`src/rtl/reg8080_pkg.sv`:
```
// ============================================================================
// reg8080_pkg : 8080 register indices, pair codes and write-mask helpers
// Revision    : 1.0
// ============================================================================
`default_nettype none

package reg8080_pkg;

  localparam logic [2:0] REG_B = 3'd0;
  localparam logic [2:0] REG_C = 3'd1;
  localparam logic [2:0] REG_D = 3'd2;
  localparam logic [2:0] REG_E = 3'd3;
  localparam logic [2:0] REG_H = 3'd4;
  localparam logic [2:0] REG_L = 3'd5;
  localparam logic [2:0] REG_F = 3'd6;
  localparam logic [2:0] REG_A = 3'd7;

  localparam logic [1:0] PAIR_BC  = 2'd0;
  localparam logic [1:0] PAIR_DE  = 2'd1;
  localparam logic [1:0] PAIR_HL  = 2'd2;
  localparam logic [1:0] PAIR_PSW = 2'd3;

  typedef struct packed {
    logic        pair;
    logic [2:0]  addr;
    logic [15:0] data;
  } wb_entry_t;

  // PSW breaks the 2p/2p+1 pattern: A is the high half, F the low half.
  function automatic logic [2:0] pair_hi(input logic [1:0] p);
    return (p == PAIR_PSW) ? REG_A : {p, 1'b0};
  endfunction

  function automatic logic [2:0] pair_lo(input logic [1:0] p);
    return (p == PAIR_PSW) ? REG_F : {p, 1'b1};
  endfunction

  function automatic logic [7:0] wb_mask(input logic pair, input logic [2:0] addr);
    if (pair)
      return (8'd1 << pair_hi(addr[1:0])) | (8'd1 << pair_lo(addr[1:0]));
    else
      return 8'd1 << addr;
  endfunction

endpackage

`default_nettype wire

```
`src/rtl/wb_fifo.sv`:
```
// ============================================================================
// wb_fifo : circular write-back queue, one push and up to two pops per cycle
// Revision: 1.0
// ============================================================================
`default_nettype none

module wb_fifo
  import reg8080_pkg::*;
#(
  parameter int DEPTH = 4
) (
  input  logic                       clk,
  input  logic                       reset,
  input  logic                       clear,
  input  logic                       push,
  input  wb_entry_t                  push_entry,
  input  logic [1:0]                 pop,
  output wb_entry_t                  head,
  output wb_entry_t                  next,
  output logic                       head_valid,
  output logic                       next_valid,
  output logic [$clog2(DEPTH):0]     count,
  output logic [7:0]                 queued_mask
);

  localparam int PW = $clog2(DEPTH);

  wb_entry_t         mem [DEPTH];
  logic [PW-1:0]     rd_ptr;
  logic [PW-1:0]     wr_ptr;
  logic [PW:0]       cnt;

  assign count      = cnt;
  assign head_valid = (cnt != '0);
  assign next_valid = (cnt > (PW+1)'(1));
  assign head       = mem[rd_ptr];
  assign next       = mem[rd_ptr + PW'(1)];

  // A slot is live when its distance from the read pointer is below the occupancy.
  always_comb begin
    logic [PW-1:0] off;
    queued_mask = 8'd0;
    for (int i = 0; i < DEPTH; i++) begin
      off = PW'(i) - rd_ptr;
      if ({1'b0, off} < cnt)
        queued_mask = queued_mask | wb_mask(mem[i].pair, mem[i].addr);
    end
  end

  always_ff @(posedge clk) begin
    if (push && !reset && !clear)
      mem[wr_ptr] <= push_entry;
  end

  always_ff @(posedge clk) begin
    if (reset || clear) begin
      rd_ptr <= '0;
      wr_ptr <= '0;
      cnt    <= '0;
    end else begin
      if (push)
        wr_ptr <= wr_ptr + PW'(1);
      rd_ptr <= rd_ptr + PW'(pop);
      cnt    <= cnt + (PW+1)'(push) - (PW+1)'(pop);
    end
  end

endmodule

`default_nettype wire

```
`src/rtl/reg_writeback.sv`:
```
// ============================================================================
// reg_writeback : retire queue feeding the two 8080 register-file write ports
// Revision      : 1.0
// ============================================================================
`default_nettype none

module reg_writeback
  import reg8080_pkg::*;
#(
  parameter int DEPTH = 4
) (
  input  logic                      clk,
  input  logic                      reset,
  input  logic                      in_valid,
  output logic                      in_ready,
  input  logic                      in_pair,
  input  logic [2:0]                in_addr,
  input  logic [15:0]               in_data,
  input  logic                      flush,
  output logic                      wen0,
  output logic [2:0]                waddr0,
  output logic [7:0]                wdata0,
  output logic                      wen1,
  output logic [2:0]                waddr1,
  output logic [7:0]                wdata1,
  output logic [7:0]                pending,
  output logic [$clog2(DEPTH):0]    count
);

  localparam int CW = $clog2(DEPTH) + 1;

  wb_entry_t  head;
  wb_entry_t  next;
  wb_entry_t  push_entry;
  logic       head_valid;
  logic       next_valid;
  logic       push;
  logic [1:0] pop;
  logic       dual;
  logic [7:0] queued_mask;

  assign in_ready   = (count < CW'(DEPTH));
  assign push       = in_valid && in_ready && !flush;
  assign push_entry = '{pair: in_pair, addr: in_addr, data: in_data};

  // Two 8-bit writes retire together only when both head slots hold 8-bit entries.
  assign dual = head_valid && next_valid && !head.pair && !next.pair;

  always_comb begin
    pop = 2'd0;
    if (head_valid && !flush)
      pop = dual ? 2'd2 : 2'd1;
  end

  wb_fifo #(.DEPTH(DEPTH)) u_fifo (
    .clk         (clk),
    .reset       (reset),
    .clear       (flush),
    .push        (push),
    .push_entry  (push_entry),
    .pop         (pop),
    .head        (head),
    .next        (next),
    .head_valid  (head_valid),
    .next_valid  (next_valid),
    .count       (count),
    .queued_mask (queued_mask)
  );

  always_ff @(posedge clk) begin
    if (reset) begin
      wen0   <= 1'b0;
      waddr0 <= 3'd0;
      wdata0 <= 8'd0;
      wen1   <= 1'b0;
      waddr1 <= 3'd0;
      wdata1 <= 8'd0;
    end else if (flush || !head_valid) begin
      wen0 <= 1'b0;
      wen1 <= 1'b0;
    end else if (head.pair) begin
      wen0   <= 1'b1;
      waddr0 <= pair_hi(head.addr[1:0]);
      wdata0 <= head.data[15:8];
      wen1   <= 1'b1;
      waddr1 <= pair_lo(head.addr[1:0]);
      wdata1 <= head.data[7:0];
    end else if (dual) begin
      // Same target twice: the younger write on port 1 is the one that must land.
      wen0   <= (head.addr != next.addr);
      waddr0 <= head.addr;
      wdata0 <= head.data[7:0];
      wen1   <= 1'b1;
      waddr1 <= next.addr;
      wdata1 <= next.data[7:0];
    end else begin
      wen0   <= 1'b1;
      waddr0 <= head.addr;
      wdata0 <= head.data[7:0];
      wen1   <= 1'b0;
    end
  end

  assign pending = queued_mask
                 | (wen0 ? (8'd1 << waddr0) : 8'd0)
                 | (wen1 ? (8'd1 << waddr1) : 8'd0);

endmodule

`default_nettype wire

```
`config.mk`:
```
export PLATFORM = sky130hd
export DESIGN_NAME = reg_writeback
export DESIGN_NICKNAME = d
export VERILOG_FILES = /design/src/rtl/reg8080_pkg.sv /design/src/rtl/wb_fifo.sv /design/src/rtl/reg_writeback.sv
export SDC_FILE = /design/constraint.sdc
export NUM_CORES = 1
export LEC_CHECK = 0
export ABC_AREA = 1
export CORE_MARGIN = 2
export CORE_UTILIZATION = 55
export CTS_CLUSTER_DIAMETER = 80
export DETAILED_ROUTE_END_ITERATION = 6
export PLACE_DENSITY_LB_ADDON = 0.12
export SLEW_MARGIN = 25
export SYNTH_ARGS = -nofsm -noshare
export SYNTH_HDL_FRONTEND = slang
export SYNTH_SLANG_ARGS = --single-unit
```
`constraint.sdc`:
```
create_clock -name clk -period 3.6 [get_ports clk]
set_input_delay 0.9 -clock clk [delete_from_list [all_inputs] [get_ports clk]]
set_output_delay 0.9 -clock clk [all_outputs]
set_load 0.05 [all_outputs]
```
==> results.md, run 1 <==
| Step | Result | Value |
|:---|:---|:---|
| status | Status | complete, no violations |
| grt | Maximum number of pins on one net before global-route repair | 28 |
| setup path | CP max-delay cell | sky130_fd_sc_hd__dfxtp_1 |
| route | Routed Wire Length | 15,200 um |
| die | Total Die Area | 11,800 um2 |
| clock tree | Clock-pin slew on the worst setup and hold paths | 110 ps |
| sta | Slew Viols, Final | 0 |
| power | Net Switching | 0.792 mW |
| die | Area of the core region | 10,700 um2 |
| power | Proportion of power drawn by combinational gates | 0.184 |
| grt | Number of antenna violations at the first check in global routing | 0 |
| sta | Slew headroom | 0.658 |
| layout | Diodes inserted | 0 |
| sta | Period utilization | 0.941 |
| power | Worst-case vdd ir drop | 0.000324 V |
| layout | Area Growth Syn to Fin | 16.3% |
| power | Cell internal pwr | 1.91 mW |
| job | Number of violations of the max-capacitance limit | 0 |
| route | Initial drt markers | 459 |
| setup path | Maximum single-stage delay on the critical path | 410 ps |
| grt | Tot GR Track Use | 0.274 |
| synthesis | Post-synth EDFFs | 80 |
| grt | Via count of the first global-routing pass | 5,082 |
| clock tree | Number of H-tree levels | 3 |
| route | Detailed-router iteration count before antenna repair | 5 |
| layout | # nets final | 853 |
| synthesis | Main synth FF type | sky130_fd_sc_hd__edfxtp_1 |
| setup path | Worst Path Arrival | 2490 ps |
| synthesis | Post-synthesis xor/xnor area fraction | 0.00145 |
| setup path | Critical Path Sink Type | output pin |
| synthesis | Cell Area, Synth | 6030 um2 |
| die | Vertical die dimension | 109 um |
| hold path | Worst Hold Class | flip-flop to flip-flop |
| layout | Fin area | 7010 um2 |
| power | Sequential cell fraction of total power | 0.528 |
| die | Number of primary I/O pins | 60 |
| synthesis | Compound-gate portion of the synthesized area | 0.0849 |
| synthesis | Dominant combinational cell family by area after synthesis | simple AND/OR/NAND/NOR gates |
| die | Row cnt | 38 |
| setup path | Delay-heaviest family, CP | compound AO/OA/AOI/OAI gates |
| sta | Number of failing hold endpoints at the final stage | 0 |
| sta | Summed negative setup slack over all endpoints | 0 ps |
| synthesis | Synth warnings | 0 |
| power | Cell leakage power | 2.99 nW |
| grt | Grt ovf | 0 |
| setup path | Data required time of the critical path | 2700 ps |
| synthesis | Post-synthesis net count | 800 |
| layout | Final core utilization | 0.652 |
| synthesis | Basic-gate share of the synthesized area counting and, or, nand and nor cells | 0.303 |
| synthesis | Proportion of register bits with asynchronous set or reset after synthesis | 0 |
| clock tree | Clock root buffer | sky130_fd_sc_hd__clkbuf_8 |
| power | Tot Pwr | 2.71 mW |
| die | Chip width | 109 um |
| sta | RSZ-0062 raised after global routing | no |
| sta | Count of endpoints failing setup in the final report | 0 |
| setup path | Critical path type | flip-flop to output pin |
| clock tree | Sink Count | 111 |
| synthesis | Post-synthesis sequential area ratio | 0.502 |
| setup path | Crit path cell chain | buf_6 -> nand2_1 -> nand2_1 -> ha_1 -> a31oi_2 -> o21ai_0 -> nand3_1 -> buf_12 |
| placement | Post-Place Worst Slack | 487 ps |
| synthesis | Post-synthesis register bit count | 111 |
| sta | Final Critical Period | 3390 ps |
| placement | Sum of net half-perimeters after detailed placement | 11,000 um |
| clock tree | Clock latency on the worst-skew pair | 380 ps |
| power | Switching share of total power | 0.292 |
| power | Clock network fraction of total power | 0.288 |
| setup path | Buffer and inverter count on the worst path | 2 |
| route | # DRC | 0 |
| placement | RePlAce Congestion | 1.00 |
| setup path | Top cell by count, worst path | sky130_fd_sc_hd__nand2_1 |
| placement | Post-placement cell area | 6780 um2 |
| placement | Port bufs | 59 |
| clock tree | Clock tree from TritonCTS | built |
| route | Detail Route Antenna Nets | 0 |
| sta | Slew of the pin with the lowest slew margin | 511 ps |
| synthesis | Adder-cell area share of the yosys netlist | 0.0241 |
| clock tree | Clock Tree Buf Depth | 2 |
| setup path | Element type at the critical path start | flip-flop |
| synthesis | Average size of a mapped cell | 7.88 um2 |
| setup path | Critical path fanouts, max | 27 |
| synthesis | Count of different cell masters after synthesis | 35 |
| sta | Max Clock Freq | 295 MHz |
| sta | Skew final | 16.2 ps |
| power | Power Density | 386 nW/um2 |
| clock tree | Inserted Clock Buffers | 9 |
| synthesis | Number of cells produced by synthesis | 765 |
| die | Initial cell density of the core | 0.561 |
| synthesis | Mux share of post-synthesis cell area | 0 |
| route | Ratio of routed vias to standard cells | 5.46 |
| layout | Fraction of final layout cells sized beyond drive strength 1 | 0.0741 |
| sta | Setup slack of the critical path after layout | 214 ps |
| grt | Global-route wire length before repair | 24,400 um |
| route | DR vias | 5,259 |
| route | Post-detailed-route wirelength per cell | 15.8 um |
| clock tree | # Post-CTS Setup Buffers | 0 |
sequential cells by signal (all words and copies together) (netlist names):
name,flops
u_fifo.count,3
u_fifo.mem,80
u_fifo.rd_ptr,2
u_fifo.wr_ptr,2
waddr0,3
waddr1,3
wdata0,8
wdata1,8
wen0,1
wen1,1
final timing paths:
path,start,end,slack [ps],depth (start not counted)
max,u_fifo.rd_ptr[0]$_SDFF_PP0_,pending[1],210,8
max reg2reg,u_fifo.rd_ptr[0]$_SDFF_PP0_,u_fifo.count[2]$_SDFF_PP0_,940,13
min,wdata0[5]$_SDFFE_PP0N_,wdata0[5]$_SDFFE_PP0N_,500,2
min reg2reg,wdata0[5]$_SDFFE_PP0N_,wdata0[5]$_SDFFE_PP0N_,500,2
metrics by stage:
step / hold slack (ps) / cells
global route: 557 / 963
detailed placement: 495 / 947
floorplan: 510 / 765
finish: 503 / 963
CTS: 511 / 963
global placement: 489 / 947
cell usage after synthesis (all sizes together), types with 2 or more instances:
master    n  share of area
inv      87          0.055
nor3     10         0.0083
nand2   258           0.17
o31ai     2         0.0025
edfxtp   80           0.40
a31oi     2         0.0046
nand4    19          0.020
buf      24          0.027
o22ai    13          0.013
o21ai    37          0.032
dfxtp    31           0.10
clkbuf    5         0.0031
a21oi    31          0.026
a22oi     3         0.0037
nand3    43          0.039
or2       2         0.0021
ha       10          0.021
nor2    103          0.067
layout by cell type (no fill, tap or decap), drive strengths merged, types with 3 or more instances in the layout:
| cell type | instances |
|---|---|
| inv | 89 |
| dfxtp | 31 |
| nor3 | 10 |
| a22oi | 3 |
| clkbuf | 9 |
| edfxtp | 80 |
| o22ai | 13 |
| clkinvlp | 3 |
| buf | 20 |
| ha | 10 |
| clkdlybuf4s50 | 51 |
| a21oi | 31 |
| nand2 | 258 |
| nor2 | 103 |
| nand4 | 19 |
| nand3 | 43 |
| o21ai | 37 |
per-layer routing:
metal / track usage / up-vias / share of wire
li1: - / 2600 / -
met1: 0.331 / 2435 / 0.42
met2: 0.483 / 179 / 0.50
met3: 0.0389 / 45 / 0.049
met4: 0.130 / 0 / 0.035
met5: 0 / - / 0
logic make-up (layout without fill, tap and decap cells):
| group | count (synthesis) | in the layout |
|---|---|---|
| buffers and inverters | 116 | 174 |
| AND/OR/NAND/NOR | 436 | 436 |
| XOR/XNOR | 1 | 1 |
| flip-flops | 111 | 111 |
| adder cells (fa/ha/maj) | 11 | 11 |
| AO/OA/AOI/OAI | 90 | 90 |
worst reg2reg max path, cell delays in order (launching register included):
cell	delay, ps
sky130_fd_sc_hd__dfxtp_1	410
sky130_fd_sc_hd__buf_6	270
sky130_fd_sc_hd__nor2_8	160
sky130_fd_sc_hd__nand2_1	90
sky130_fd_sc_hd__nand3_1	110
sky130_fd_sc_hd__nor2_1	230
sky130_fd_sc_hd__nand2_2	140
sky130_fd_sc_hd__nand3_1	140
sky130_fd_sc_hd__nand2_1	80
sky130_fd_sc_hd__ha_1	190
sky130_fd_sc_hd__fa_1	380
sky130_fd_sc_hd__xor2_1	160
sky130_fd_sc_hd__o21ai_0	150
sky130_fd_sc_hd__a21oi_1	50
timing repair:
| item | in CTS | in global routing |
|---|---|---|
| resized for setup | 0 | 3 |
| hold buffers | 0 | 0 |
| endpoints found under the setup margin | 0 | 6 |
power by group through the flow:
| stage | combinational (mW) | clock, mW | sequential (mW) |
|---|---|---|---|
| 6_report | 0.498 | 0.778 | 1.43 |
| 5_1_grt | 0.544 | 0.839 | 1.43 |
| 4_1_cts | 0.496 | 0.788 | 1.43 |
| 3_5_place_dp | 0.494 | 0 | 1.46 |
| 3_3_place_gp | 0.488 | 0 | 1.46 |
| 2_1_floorplan | 0.242 | 0 | 1.53 |
area by class of cell:
cell class	instances	area, um2
fillers	911	3740
flip-flops and latches	111	3020
multi-input cells	538	2500
repair buffers	71	764
inverters	87	334
well taps	140	175
clock buffers	9	124
clock inverters	7	88.8
Power figures use the tool's default switching activity.
==> run 2: changes to the inputs <==
Settings changed: CORE_MARGIN 2 to 4, CORE_UTILIZATION 55 to 59.
==> run 2 against run 1 <==
Register-to-register slack worse by 410 ps. Clock power down 1%. First-iteration DRC count fell by 8.1%. Critical path type unchanged.
==> results.md, run 2 (synthesis results as in run 1) <==
| Step | Result | Value | vs previous |
|:---|:---|:---|:---|
| status | Status | complete, no violations |  |
| grt | Via count of the first global-routing pass | 4,967 | -2.3% |
| layout | Largest register FFs | 80 | unchanged |
| sta | Slew Viols, Final | 0 | unchanged |
| layout | Most common library cell in the layout ignoring fill and taps | sky130_fd_sc_hd__nand2_1 |  |
| grt | Tot GR Track Use | 0.276 | +0.00188 |
| sta | Final Critical Period | 3390 ps | +8.58 ps |
| die | Area of the core region | 9860 um2 | -8.2% |
| layout | Most used cells in the layout excluding fill and tap cells | sky130_fd_sc_hd__nand2_1 (252), sky130_fd_sc_hd__nor2_1 (101), sky130_fd_sc_hd__inv_1 (80), sky130_fd_sc_hd__edfxtp_1 (80), sky130_fd_sc_hd__clkdlybuf4s50_1 (51) |  |
| die | Number of primary I/O pins | 60 | unchanged |
| layout | Fraction of final layout cells sized beyond drive strength 1 | 0.0764 | +0.00224 |
| sta | Period utilization | 0.943 | +0.00238 |
| layout | Area Growth Syn to Fin | 16.2% | about the same |
| die | Vertical die dimension | 109 um | +0.36% |
| clock tree | Clock-pin slew on the worst setup and hold paths | 110 ps | about the same |
| route | Detail Route Antenna Nets | 0 | unchanged |
| sta | Count of endpoints failing setup in the final report | 0 | unchanged |
| clock tree | Clock Tree Buf Depth | 2 | unchanged |
| route | Post-detailed-route wirelength per cell | 16.2 um | +2.8% |
| route | Detailed-router iteration count before antenna repair | 6 | +1 |
| clock tree | Cts-stage hold buffer count | 0 | unchanged |
| sta | Max Clock Freq | 295 MHz | -0.25% |
| layout | Final core utilization | 0.710 | +0.0579 |
| placement | Post-placement cell area | 6790 um2 | about the same |
| clock tree | Clock tree from TritonCTS | built |  |
| grt | Global-route wire length before repair | 24,700 um | +1.2% |
| die | Row cnt | 36 | -5.3% |
| route | DR vias | 5,347 | +1.7% |
| route | Routed Wire Length | 15,600 um | +2.3% |
| layout | Number of fillers in the final layout | 805 | -12% |
| setup path | Critical Path Sink Type | output pin |  |
| layout | # nets final | 855 | +0.23% |
| route | Initial drt markers | 422 | -8.1% |
| clock tree | Sink Count | 111 | unchanged |
| sta | Setup slack of the critical path after layout | 205 ps | -8.58 ps |
| die | Total Die Area | 11,900 um2 | +0.72% |
| layout | Largest register by flop count | u_fifo.mem |  |
| sta | Skew final | 18.7 ps | +2.44 ps |
| clock tree | Inserted Clock Buffers | 9 | unchanged |
| setup path | Data required time of the critical path | 2700 ps | about the same |
| grt | Maximum number of pins on one net before global-route repair | 27 | -3.6% |
| sta | Slew of the pin with the lowest slew margin | 886 ps | +374 ps |
| grt | Grt ovf | 0 | unchanged |
| sta | Worst hold slack | 518 ps | +15.6 ps |
| grt | Number of antenna violations at the first check in global routing | 0 | unchanged |
| layout | Diodes inserted | 0 | unchanged |
| layout | Registers with the most flip-flops | u_fifo.mem (80), wdata0 (8), wdata1 (8) |  |
| setup path | Critical path fanouts, max | 12 | -56% |
| clock tree | Clock root buffer | sky130_fd_sc_hd__clkbuf_8 |  |
| die | Chip width | 109 um | +0.36% |
| job | Number of violations of the max-capacitance limit | 0 | unchanged |
| power | Tot Pwr | 2.70 mW | -0.35% |
| clock tree | # Post-CTS Setup Buffers | 0 | unchanged |
| sta | Summed negative setup slack over all endpoints | 0 ps | unchanged |
| power | Cell leakage power | 3.00 nW | +0.49% |
| setup path | Critical path type | flip-flop to output pin |  |
| power | Worst-case vdd ir drop | 0.000368 V | +14% |
| clock tree | Number of H-tree levels | 3 | unchanged |
| hold path | Worst Hold Class | flip-flop to flip-flop |  |
| placement | Port bufs | 59 | unchanged |
| clock tree | Clock latency on the worst-skew pair | 380 ps | about the same |
| route | Ratio of routed vias to standard cells | 5.58 | +2.2% |
| sta | Number of failing hold endpoints at the final stage | 0 | unchanged |
| placement | Sum of net half-perimeters after detailed placement | 11,400 um | +3.4% |
| setup path | Element type at the critical path start | flip-flop |  |
| placement | Placed Cells incl. Taps | 942 | -0.53% |
| placement | RePlAce Congestion | 1.01 | +0.42% |
| placement | Post-Place Worst Slack | 279 ps | -208 ps |
| die | Initial cell density of the core | 0.611 | +0.0501 |
| setup path | Worst Path Arrival | 2490 ps | about the same |
| layout | Filler-free cell count of the finished design | 958 | -0.52% |
| power | Power Density | 385 nW/um2 | -0.30% |
| sta | Slew headroom | 0.409 | -0.249 |
| setup path | Length in cells of the worst reg-to-reg path | 11 | -2 |
| route | # DRC | 0 | unchanged |
| sta | RSZ-0062 raised after global routing | no |  |
| hold path | Hold path depth | 2 | unchanged |
| layout | Fin area | 7000 um2 | about the same |
run 2: cell count changes in the layout (fill, tap and decap cells not counted), sizes merged:
cell      delta
buf          +2
clkinvlp     -2
clkbuf       +1
clkinv       +1
run 2: layer usage:
layer  GRT usage  wire length (um)  vias up
met5           0                 0        -
met4       0.142               745        0
met3      0.0586              1100       60
met2       0.457              7490      228
met1       0.341              6220     2457
li1            -                 -     2602
run 2: final timing paths:
kind | end | slack (ps) | startpoint
max | pending[2] | 210 | u_fifo.rd_ptr[1]$_SDFF_PP0_
min | wdata0[5]$_SDFFE_PP0N_ | 520 | wdata0[5]$_SDFFE_PP0N_
max reg2reg | u_fifo.count[2]$_SDFF_PP0_ | 530 | u_fifo.rd_ptr[0]$_SDFF_PP0_
min reg2reg | wdata0[5]$_SDFFE_PP0N_ | 520 | wdata0[5]$_SDFFE_PP0N_
run 2: repair_timing:
item,CTS,global route
setup endpoints to repair,7,8
gates resized for setup,1,3
endpoints found under the hold margin,0,0
run 2: cell type report:
class                           instances  area, um2  share of cell area
Sequential cell                       111       3030               0.432
Clock inverter                          6       80.1              0.0114
Clock buffer                           10        128              0.0182
Multi-Input combinational cell        538       2490               0.356
Timing Repair Buffer                   73        776               0.111
Inverter                               87        334              0.0477
Tap cell                              133        166              0.0238
run 2: report_power, final:
group	internal [mW]	leakage [nW]	switching, mW
clock	0.335	0.100	0.433
sequential	1.40	0.975	0.0296
combinational	0.177	1.93	0.321
total	1.91	3.00	0.784
run 2: worst max-delay path, cell delays in order (launching register included):
cell                      delay [ps]
sky130_fd_sc_hd__dfxtp_2         440
sky130_fd_sc_hd__buf_4           250
sky130_fd_sc_hd__nand2_1         160
sky130_fd_sc_hd__nand2_1         150
sky130_fd_sc_hd__ha_1            260
sky130_fd_sc_hd__a31oi_1         380
sky130_fd_sc_hd__nand2_1         100
sky130_fd_sc_hd__nand2_1          80
sky130_fd_sc_hd__nor2_1           40
sky130_fd_sc_hd__nand4_1         120
sky130_fd_sc_hd__buf_12          150
==> run 3: changes to the inputs <==
Settings changed: CTS_BUF_LIST set to sky130_fd_sc_hd__clkbuf_4.
==> run 3 against run 2 <==
Wire length up 0.68%. Fmax hardly changed. Cell count up 0.31%. Via count up 0.94%. Highest routed layer unchanged. Non-clock buffer count is 3 higher. Die area unchanged. Sequential power about the same. Flip-flop and latch count unchanged. Utilization down 0.18 points. Largest power group unchanged. Largest cell class unchanged. Critical endpoint unchanged.
==> results.md, run 3 (synthesis results as in run 1) <==
| Step | Result | Value | vs previous |
|:---|:---|:---|:---|
| die | Initial cell density of the core | 0.611 | unchanged |
| clock tree | Number of H-tree levels | 3 | unchanged |
| grt | Via count of the first global-routing pass | 4,971 | +0.081% |
| clock tree | Cts-stage hold buffer count | 0 | unchanged |
| grt | Global-route wire length before repair | 24,800 um | +0.25% |
| setup path | Crit Reg-Reg Startpoint | u_fifo.rd_ptr[0]$_SDFF_PP0_ |  |
| layout | Fin area | 6990 um2 | -0.25% |
| sta | Slew headroom | 0.416 | +0.00684 |
| sta | Summed negative setup slack over all endpoints | 0 ps | unchanged |
| route | Ratio of routed vias to standard cells | 5.62 | +0.62% |
| layout | Fraction of final layout cells sized beyond drive strength 1 | 0.0845 | +0.00818 |
| power | Worst-case vdd ir drop | 0.000310 V | -16% |
| sta | Count of endpoints failing setup in the final report | 0 | unchanged |
| hold path | Worst Hold Class | flip-flop to flip-flop |  |
| route | Post-detailed-route wirelength per cell | 16.3 um | +0.37% |
| grt | Number of antenna violations at the first check in global routing | 0 | unchanged |
| setup path | Origin of the worst setup path | u_fifo.rd_ptr[1]$_SDFF_PP0_ |  |
| layout | Most used cells in the layout excluding fill and tap cells | sky130_fd_sc_hd__nand2_1 (251), sky130_fd_sc_hd__nor2_1 (101), sky130_fd_sc_hd__inv_1 (80), sky130_fd_sc_hd__edfxtp_1 (80), sky130_fd_sc_hd__clkdlybuf4s50_1 (51) |  |
| placement | Port bufs | 59 | unchanged |
| layout | Most common library cell in the layout ignoring fill and taps | sky130_fd_sc_hd__nand2_1 |  |
| route | # DRC | 0 | unchanged |
| sta | RSZ-0062 raised after global routing | no |  |
| setup path | Worst Path Arrival | 2490 ps | about the same |
| clock tree | Clock latency on the worst-skew pair | 480 ps | +100 ps |
| sta | Slew Viols, Final | 0 | unchanged |
| die | Chip width | 109 um | unchanged |
| route | DR vias | 5,397 | +0.94% |
| route | Detail Route Antenna Nets | 0 | unchanged |
| die | Number of primary I/O pins | 60 | unchanged |
| die | Vertical die dimension | 109 um | unchanged |
| clock tree | Sink Count | 111 | unchanged |
| power | Cell leakage power | 3.00 nW | about the same |
| setup path | Critical path type | flip-flop to output pin |  |
| layout | Largest register FFs | 80 | unchanged |
| sta | Number of failing hold endpoints at the final stage | 0 | unchanged |
| placement | RePlAce Congestion | 1.01 | unchanged |
| sta | Skew final | 33.4 ps | +14.7 ps |
| status | Status | complete, no violations |  |
| placement | Post-placement cell area | 6790 um2 | unchanged |
| clock tree | Inserted Clock Buffers | 9 | unchanged |
| setup path | Data required time of the critical path | 2700 ps | about the same |
| layout | Filler-free cell count of the finished design | 961 | +0.31% |
| sta | Max Clock Freq | 295 MHz | about the same |
| grt | Maximum number of pins on one net before global-route repair | 27 | unchanged |
| die | Total Die Area | 11,900 um2 | unchanged |
| sta | Slew of the pin with the lowest slew margin | 875 ps | -10.3 ps |
| hold path | Source of the worst hold timing path | wdata0[5]$_SDFFE_PP0N_ |  |
| clock tree | Clock root buffer | sky130_fd_sc_hd__clkbuf_4 |  |
| grt | Tot GR Track Use | 0.278 | +0.00197 |
| placement | Sum of net half-perimeters after detailed placement | 11,400 um | unchanged |
| setup path | Critical Path Sink Type | output pin |  |
| die | Row cnt | 36 | unchanged |
| grt | Grt ovf | 0 | unchanged |
| die | Area of the core region | 9860 um2 | unchanged |
| power | Power Density | 370 nW/um2 | -4.0% |
| layout | Diodes inserted | 0 | unchanged |
| sta | Final Critical Period | 3390 ps | -0.590 ps |
| layout | Number of fillers in the final layout | 802 | -0.37% |
| route | Routed Wire Length | 15,700 um | +0.68% |
| layout | # nets final | 858 | +0.35% |
| sta | Setup slack of the critical path after layout | 206 ps | +0.590 ps |
| clock tree | Clock Tree Buf Depth | 2 | unchanged |
| route | Detailed-router iteration count before antenna repair | 7 | +1 |
| job | Number of violations of the max-capacitance limit | 0 | unchanged |
| layout | Registers with the most flip-flops | u_fifo.mem (80), wdata0 (8), wdata1 (8) |  |
| layout | Area Growth Syn to Fin | 15.9% |  |
| clock tree | Clock-pin slew on the worst setup and hold paths | 180 ps | +70 ps |
| route | Initial drt markers | 503 | +19% |
| clock tree | Clock tree from TritonCTS | built |  |
| placement | Placed Cells incl. Taps | 942 | unchanged |
| setup path | Critical path fanouts, max | 15 | +3 |
| layout | Largest register by flop count | u_fifo.mem |  |
| placement | Post-Place Worst Slack | 279 ps | unchanged |
| setup path | Element type at the critical path start | flip-flop |  |
| sta | Period utilization | 0.943 | about the same |
| power | Tot Pwr | 2.58 mW | -4.2% |
run 3: cell types whose count changed in the layout (fill, tap and decap cells not counted), sizes merged:
cell,previous run,this run
buf,22,25
run 3: stage by stage:
step	util	hold slack [ps]
6_report	0.708	524
5_1_grt	0.708	565
4_1_cts	0.704	529
3_5_place_dp	0.688	508
3_3_place_gp	0.688	487
2_1_floorplan	-	510
run 3: critical path, stage by stage (launching register included):
cell	delay, ps
sky130_fd_sc_hd__dfxtp_4	410
sky130_fd_sc_hd__inv_2	240
sky130_fd_sc_hd__nand2_1	190
sky130_fd_sc_hd__nand2_1	160
sky130_fd_sc_hd__ha_1	270
sky130_fd_sc_hd__a31oi_2	310
sky130_fd_sc_hd__nand2_1	90
sky130_fd_sc_hd__nand2_1	70
sky130_fd_sc_hd__nor2_1	40
sky130_fd_sc_hd__nand4_1	120
sky130_fd_sc_hd__buf_12	150
run 3: repair_timing:
item                                    in CTS  in global routing
gates cloned                                 0                  0
resized for setup                            2                  6
endpoints found under the setup margin       8                  8
setup buffers                                0                  3
run 3: final timing paths:
path,end,slack (ps),cells after the start
setup / recovery,pending[2],210,10
hold / removal,wdata0[5]$_SDFFE_PP0N_,520,2
setup reg to reg,u_fifo.count[2]$_SDFF_PP0_,460,14
hold reg to reg,wdata0[5]$_SDFFE_PP0N_,520,2
run 3: where the power goes:
part / internal [mW] / switching, mW
logic: 0.180 / 0.323
clock network: 0.232 / 0.419
registers: 1.40 / 0.0281
total: 1.81 / 0.770
run 3: metal layers:
metal	track usage	vias to the layer above	wire length [um]
li1	-	2611	-
met1	0.346	2480	6150
met2	0.458	253	7550
met3	0.0616	53	1290
met4	0.136	0	674
met5	0	-	0
run 3: final cells by class:
class | instances | area, um2 | area share
multi-input combinational | 538 | 2500 | 0.358
clock inverter | 6 | 80.1 | 0.0115
tap | 133 | 166 | 0.0238
sequential | 111 | 3030 | 0.434
clock buffer | 10 | 75.1 | 0.0107
timing repair buffer | 76 | 798 | 0.114
inverter | 87 | 334 | 0.0478
